[config.mk]
export PLATFORM = sky130hd
export DESIGN_NAME = obstacle_pacer
export DESIGN_NICKNAME = d
export VERILOG_FILES = /design/src/rtl/obstacle_pacer.sv
export SDC_FILE = /design/constraint.sdc
export NUM_CORES = 1
export LEC_CHECK = 0
export ABC_AREA = 0
export CELL_PAD_IN_SITES_DETAIL_PLACEMENT = 0
export CELL_PAD_IN_SITES_GLOBAL_PLACEMENT = 1
export CORE_MARGIN = 2
export CORE_UTILIZATION = 44
export DETAILED_ROUTE_END_ITERATION = 16
export GPL_ROUTABILITY_DRIVEN = 0
export PLACE_DENSITY = 0.9
export SETUP_SLACK_MARGIN = 0.4
export SYNTH_ARGS = -nofsm -noshare
export SYNTH_HDL_FRONTEND = slang
export SYNTH_SLANG_ARGS = --single-unit
[constraint.sdc]
create_clock -name clk -period 3.7 [get_ports clk]
set_input_delay 0.74 -clock clk [delete_from_list [all_inputs] [get_ports clk]]
set_output_delay 0.74 -clock clk [all_outputs]
set_load 0.005 [all_outputs]
[src/rtl/obstacle_pacer.sv]
// Scroll pacing for the obstacle generator: emits a one-cycle scroll pulse every
// period_out cycles while running, with an LFSR-driven placement bit and a speed ramp.
module obstacle_pacer #(
  parameter int          PERIOD_INIT = 1000,
  parameter int          PERIOD_MIN  = 250,
  parameter int          PERIOD_STEP = 50,
  parameter int          RAMP_TICKS  = 64,
  parameter logic [15:0] LFSR_SEED   = 16'hACE1
) (
  input  logic        clk,
  input  logic        rst,
  input  logic        run,
  input  logic        halt,
  input  logic [7:0]  density,
  output logic        scroll_en,
  output logic        rng_out,
  output logic [15:0] period_out,
  output logic [3:0]  level
);

  localparam logic [15:0] P_INIT    = 16'(PERIOD_INIT);
  localparam logic [15:0] P_MIN     = 16'(PERIOD_MIN);
  localparam logic [15:0] P_STEP    = 16'(PERIOD_STEP);
  localparam logic [15:0] RAMP_LAST = 16'(RAMP_TICKS - 1);
  localparam logic [15:0] LFSR_MASK = 16'hB400;

  typedef enum logic [1:0] {IDLE, RUN, HALT} state_t;

  state_t      state;
  logic [15:0] divider;
  logic [15:0] ramp_cnt;
  logic [15:0] lfsr;

  function automatic logic [15:0] lfsr_step(input logic [15:0] v);
    if (v == 16'd0) return LFSR_SEED;
    return (v >> 1) ^ (v[0] ? LFSR_MASK : 16'd0);
  endfunction

  // Widened compare so PERIOD_MIN + PERIOD_STEP cannot wrap.
  function automatic logic [15:0] ramp_period(input logic [15:0] p);
    if ({1'b0, p} < ({1'b0, P_MIN} + {1'b0, P_STEP})) return P_MIN;
    return p - P_STEP;
  endfunction

  function automatic logic [3:0] sat_level(input logic [3:0] l);
    return (l == 4'd15) ? 4'd15 : l + 4'd1;
  endfunction

  always_ff @(posedge clk) begin
    if (rst) begin
      state      <= IDLE;
      scroll_en  <= 1'b0;
      rng_out    <= 1'b0;
      period_out <= P_INIT;
      level      <= 4'd0;
      divider    <= 16'd0;
      ramp_cnt   <= 16'd0;
      lfsr       <= LFSR_SEED;
    end else begin
      lfsr      <= lfsr_step(lfsr);
      scroll_en <= 1'b0;
      case (state)
        IDLE: begin
          divider    <= 16'd0;
          ramp_cnt   <= 16'd0;
          level      <= 4'd0;
          period_out <= P_INIT;
          if (run) state <= RUN;
        end
        RUN: begin
          if (halt) begin
            state <= HALT;
          end else if (!run) begin
            // Restart values are loaded on the way out so IDLE never shows stale ones.
            state      <= IDLE;
            divider    <= 16'd0;
            ramp_cnt   <= 16'd0;
            level      <= 4'd0;
            period_out <= P_INIT;
          end else if (divider == period_out - 16'd1) begin
            divider   <= 16'd0;
            scroll_en <= 1'b1;
            rng_out   <= (lfsr[7:0] < density);
            if (ramp_cnt == RAMP_LAST) begin
              ramp_cnt   <= 16'd0;
              period_out <= ramp_period(period_out);
              level      <= sat_level(level);
            end else begin
              ramp_cnt <= ramp_cnt + 16'd1;
            end
          end else begin
            divider <= divider + 16'd1;
          end
        end
        HALT: begin
          if (!run) begin
            state      <= IDLE;
            divider    <= 16'd0;
            ramp_cnt   <= 16'd0;
            level      <= 4'd0;
            period_out <= P_INIT;
          end
        end
        default: state <= IDLE;
      endcase
    end
  end

endmodule

==> results of run 1 <==
-- worst max path at each step --
stage                  start            end  slack [ns]  cells after the start
6_report       period_out[1]  period_out[3]        0.56                     11
5_1_grt        period_out[1]        rng_out        0.37                     11
4_1_cts        period_out[1]  period_out[3]        0.41                     11
3_5_place_dp   period_out[1]  period_out[3]        0.44                     11
3_3_place_gp   period_out[1]  period_out[3]        0.53                     11
2_1_floorplan  period_out[1]    ramp_cnt[3]        0.75                     12
-- worst max-delay path: stages, from the launching register on --
cell and delay, ns:
dfxtp_2 0.37, inv_1 0.09, ha_1 0.16, or4b_1 0.48, or4_1 0.52, and4b_4 0.24
nor4b_4 0.27, buf_4 0.16, nand4bb_4 0.17, o21ai_2 0.27, and4_1 0.24, o21bai_1 0.06
-- placed cells by master (no fill, tap or decap), types with 3 or more instances in the layout --
| cell | netlist | routed |
|---|---|---|
| dfxtp_1 | 71 | 69 |
| nor2_1 | 61 | 61 |
| clkdlybuf4s50_1 | 0 | 32 |
| xnor2_1 | 31 | 31 |
| nand2_1 | 30 | 29 |
| xor2_1 | 25 | 25 |
| nand3_1 | 22 | 22 |
| buf_4 | 2 | 19 |
| a21oi_1 | 18 | 18 |
| inv_1 | 17 | 17 |
| and3_1 | 15 | 15 |
| nand4_1 | 13 | 13 |
| nor3_1 | 12 | 12 |
| o21ai_0 | 12 | 12 |
| nand2b_1 | 12 | 12 |
| ha_1 | 11 | 11 |
| clkbuf_8 | 0 | 10 |
| a211oi_1 | 9 | 8 |
| nor4_1 | 7 | 7 |
| nor2b_1 | 7 | 7 |
| a31oi_1 | 5 | 5 |
| or3_1 | 5 | 5 |
| and2_1 | 5 | 5 |
| nand3b_1 | 3 | 3 |
| a21o_1 | 3 | 3 |
| o31ai_1 | 3 | 3 |
| o21bai_1 | 3 | 3 |
-- stage by stage --
step	worst slack, ns	power, µW
floorplan	0.753	887
global placement	0.525	925
detailed placement	0.440	928
CTS	0.413	1570
global route	0.375	1630
finish	0.560	1560
-- what timing repair did --
item                                   in CTS  in global routing
setup endpoints to repair                   0                 46
setup buffers                               0                  6
resized for setup                           0                  7
endpoints found under the hold margin       0                  0
-- Yosys cell counts (3+ instances only) --
cell / n
nor2_1: 61
nand3_1: 22
clkbuf_1: 18
a21oi_1: 18
o21bai_1: 3
xnor2_1: 31
xor2_1: 25
nor3b_1: 3
o31ai_1: 3
o21ai_0: 12
nand2_1: 30
nand4_1: 13
and3_1: 15
and2_1: 5
ha_1: 11
buf_2: 4
dfxtp_1: 71
nor4_1: 7
a31oi_1: 5
a211oi_1: 9
a21o_1: 3
nor3_1: 12
inv_1: 17
o21ai_1: 3
nand2b_1: 12
nand3b_1: 3
or3_1: 5
nor2b_1: 7
-- cell type report --
| class | instances | area share |
|---|---|---|
| Clock inverter | 6 | 0.0149 |
| Inverter | 17 | 0.0139 |
| Clock buffer | 10 | 0.0299 |
| Multi-Input combinational cell | 354 | 0.502 |
| Timing Repair Buffer | 51 | 0.101 |
| Sequential cell | 71 | 0.309 |
| Tap cell | 108 | 0.0293 |
-- power breakdown --
group / total (µW) / switching [µW] / internal (µW) / leakage [µW]
Sequential: 797 / 16.6 / 780 / 0.000578
Clock: 644 / 311 / 333 / 0.000103
Combinational: 122 / 64.2 / 57.4 / 0.000966
Total: 1560 / 391 / 1170 / 0.00165
-- state kept, by name, summed over array words and instances, names as in the netlist --
| signal | count |
|---|---|
| scroll_en | 1 |
| lfsr | 16 |
| rng_out | 1 |
| level | 4 |
| ramp_cnt | 16 |
| state | 2 |
| period_out | 15 |
| divider | 16 |
-- cell families after synthesis --
group                      Yosys count  synth area share
muxes                                1           0.00257
DFF                                 71             0.365
xor gates and xnor gates            56             0.126
and+or+nand+nor                    213             0.294
adders and majority gates           11            0.0353
AOI/OAI and AO/OA                   72             0.128
buffers and inverters               43            0.0485
other                                1          0.000963
-- layer usage --
layer / GRT usage / vias up
met5: 0 / -
met2: 0.295 / 76
met1: 0.257 / 1640
li1: - / 1699
met3: 0.0437 / 14
met4: 0.0662 / 0
==> impl_metrics.json, run 1 <==
{
  "status": "complete, no violations",
  "synthDistinctLibCells": 61,
  "fp.dieH_um": 98.1,
  "min_period_ns": 3.14,
  "synth_edf_count": 0,
  "grt_max_degree": 16,
  "holdPathStages": 2,
  "reg2reg_depth": 11,
  "cts_max_path_buffers": 2,
  "grt_pass1_wl_mm": 14.9,
  "synth-seq-area-share": 0.365,
  "core_area_mm2": 0.00864,
  "drc_errors": 0,
  "ys_ff_latch": 71,
  "drtPass1Iterations": 4,
  "highest-signal-layer": "met4",
  "vias": 3429,
  "r2r_start": "period_out[1]",
  "clock-root-buffer": "clkbuf_8",
  "fin_setup_tns_ns": 0,
  "powerDensity_mw_per_mm2": 339,
  "grt_pass1_vias": 3197,
  "drive_gt1_frac": 0.108,
  "worstMarginPinSlew_ns": 0.837,
  "dp.cells": 595,
  "synthArstFlopShare": 0,
  "finalHoldViolations": 0,
  "rrSetupSlack_ns": 0.56,
  "r2r-end": "period_out[3]",
  "post_synth_instance_area_mm2": 0.00389,
  "met1Wirelength_mm": 4.34,
  "syn_area_per_cell_um2": 8.32,
  "max-slew-margin-rel": 0.435,
  "via_per_inst": 5.56,
  "final.setup_skew_ns": 0.00784,
  "regArea_mm2": 0.00142,
  "routedWlPerCell_um": 14.5,
  "grt_use_total": 0.189,
  "fp.dieW_um": 98.1,
  "synth-main-ff-cell": "dfxtp_1",
  "critPathKind": "flop to flop",
  "maxCapViolCount": 0,
  "die-area_mm2": 0.00962,
  "clock_latency_ns": 0.35,
  "final_core_util": 0.533,
  "synth_top_cell_by_area": "dfxtp_1",
  "antenna_left": 0,
  "numCtsBuffers": 9,
  "min_from": "rng_out",
  "worstPathArrival_ns": 3.38,
  "met2WireLength_mm": 4.09,
  "nFillCells": 799,
  "clock.fmax_mhz": 318,
  "wirelength_mm": 8.96,
  "num_rows": 34,
  "antenna_found_initial": 0,
  "rsz0062_at_grt": "true",
  "synth_top_cell_area_share": 0.365,
  "ys_top_cells_by_area": "dfxtp_1 (36%), xnor2_1 (7.0%), nor2_1 (5.9%)",
  "fin_area_mm2": 0.00460,
  "cts.sinks": 71,
  "slew_viol_final": 0,
  "setup_violations": 0,
  "hold_class": "flop to flop",
  "grt-ovfl-total": 0,
  "crit_path_end_kind": "flop",
  "timing.final.crit_share": 0.849,
  "fin_nets": 527,
  "yosys_warnings": 0,
  "crit_path_start_kind": "flop",
  "synthCells": 468,
  "ir_drop_mv": 0.218,
  "multi_input_area_mm2": 0.00231,
  "cts_hold_buf": 0,
  "cts_tree": "done",
  "min_to": "rng_out",
  "port_buffers": 32,
  "start_util": 0.451,
  "p_leak_uw": 0.00165,
  "place_area_mm2": 0.00433,
  "ios": 34,
  "path_max_fanout": 7,
  "htreeDepth": 3,
  "diodes": 0,
  "cp.required_ns": 3.94,
  "path_clk_slew_ns": 0.08,
  "met3WireLength_um": 406,
  "syn_nets": 491,
  "drtIter0Drc": 150,
  "holdWs_ns": 0.455,
  "synthToLayoutAreaGrowth_pct": 18.2,
  "final_cells": 617,
  "dp_hpwl_mm": 6.50
}
No activity file was read; power rests on OpenSTA's default activity.
==> inputs of run 2 (changes only) <==
clock period = 3.2 ns   (was 3.7 ns; I/O delays follow)
==> impl_metrics.json, run 2 (same netlist as run 1, synthesis figures left out) <==
{
  "vias": 3655,
  "synthToLayoutAreaGrowth_pct": 34.1,
  "cts_hold_buf": 0,
  "dp_slack_ns": 0.0366,
  "finalHoldViolations": 0,
  "drc_errors": 0,
  "ir_drop_mv": 0.256,
  "final_cell_mix": "dfxtp_1 (68), nor2_1 (41), clkdlybuf4s50_1 (32), buf_4 (32), xnor2_1 (27)",
  "min_period_ns": 3.00,
  "worstPathArrival_ns": 3.25,
  "clock-root-buffer": "clkbuf_8",
  "fp.dieW_um": 98.1,
  "die-area_mm2": 0.00962,
  "min_from": "lfsr[8]",
  "maxCapViolCount": 0,
  "routedWlPerCell_um": 16.2,
  "cp.required_ns": 3.45,
  "crit_path_start_kind": "flop",
  "final_cells": 644,
  "drtIter0Drc": 200,
  "grt_use_total": 0.215,
  "reg2reg_depth": 14,
  "crit_path_end_kind": "flop",
  "worstMarginPinSlew_ns": 0.876,
  "worst_slack_ns": 0.203,
  "path_max_fanout": 6,
  "final_common_cell": "dfxtp_1",
  "antenna_left": 0,
  "dp_hpwl_mm": 6.90,
  "slew_viol_final": 0,
  "core_area_mm2": 0.00864,
  "grt-ovfl-total": 0,
  "final_core_util": 0.605,
  "via_per_inst": 5.68,
  "status": "complete, no violations",
  "diodes": 0,
  "clock_latency_ns": 0.36,
  "min_to": "lfsr[7]",
  "cts_max_path_buffers": 2,
  "path_clk_slew_ns": 0.09,
  "fin_setup_tns_ns": 0,
  "ios": 34,
  "holdWs_ns": 0.459,
  "max-slew-margin-rel": 0.408,
  "powerDensity_mw_per_mm2": 347,
  "holdPathStages": 1,
  "drive_gt1_frac": 0.261,
  "p_leak_uw": 0.00187,
  "htreeDepth": 3,
  "grt_pass1_wl_mm": 16.8,
  "port_buffers": 32,
  "numCtsBuffers": 9,
  "critPathKind": "flop to flop",
  "cts_tree": "done",
  "reg.largest.list": "divider (16), lfsr (16), ramp_cnt (16)",
  "dp.cells": 607,
  "final.setup_skew_ns": 0.0137,
  "rsz0062_at_grt": "true",
  "timing.final.crit_share": 0.937,
  "grt_max_degree": 24,
  "start_util": 0.451,
  "setup_violations": 0,
  "clock.fmax_mhz": 334,
  "wirelength_mm": 10.4,
  "num_rows": 34,
  "cts.sinks": 71,
  "rrSetupSlack_ns": 0.20,
  "fp.dieH_um": 98.1,
  "r2r-end": "ramp_cnt[8]",
  "hold_class": "flop to flop",
  "antenna_found_initial": 0,
  "drtPass1Iterations": 4,
  "r2r_start": "period_out[1]",
  "grt_pass1_vias": 3514,
  "fin_nets": 554
}
-- run 2: what timing repair did --
item	CTS	global route
setup buffers	16	2
gates cloned	3	0
setup endpoints to repair	50	51
resized for setup	45	58
pin swaps	29	26
-- run 2: power by group --
group | switching, µW | internal [µW]
registers | 16.3 | 900
logic | 104 | 100
clock network | 394 | 296
-- run 2: how the worst max path moves through the flow --
| stage | start | slack (ns) | cells past startpoint | to |
|---|---|---|---|---|
| floorplan | period_out[9] | 0.37 | 11 | ramp_cnt[3] |
| global placement | period_out[1] | 0.1 | 11 | period_out[3] |
| detailed placement | period_out[1] | 0.04 | 11 | period_out[3] |
| CTS | period_out[1] | 0.31 | 11 | ramp_cnt[15] |
| global route | period_out[1] | 0.11 | 14 | ramp_cnt[5] |
| finish | period_out[1] | 0.20 | 14 | ramp_cnt[8] |
-- run 2: critical path: stages (launching register included) --
cell and delay, ns:
dfxtp_4 0.36, inv_4 0.06, ha_4 0.13, or4b_4 0.45
or4_4 0.42, and4b_4 0.22, nor3_2 0.11, nand4b_1 0.19
buf_6 0.19, o31ai_4 0.20, buf_4 0.16, buf_8 0.13
nand2_4 0.05, xnor2_2 0.15, nor2_1 0.07
-- run 2: per-layer routing --
metal / wire [µm] / global-route usage
met4: 235 / 0.0694
met3: 544 / 0.0530
met5: 0 / 0
met1: 4780 / 0.292
met2: 4890 / 0.335
-- run 2: per-stage QoR --
step	instance area [µm²]	power, µW
after CTS	4960	1800
after detailed placement	4440	1080
after global placement	4440	1080
after global routing	5230	1890
final	5230	1810
after floorplan	3920	1030
-- run 2: area by class of cell --
type	instances	area, µm²
Fill cell	727	3410
Multi-Input combinational cell	354	2650
Sequential cell	71	1430
Timing Repair Buffer	78	754
Tap cell	108	135
Clock buffer	9	124
Inverter	17	66.3
Clock inverter	7	61.3
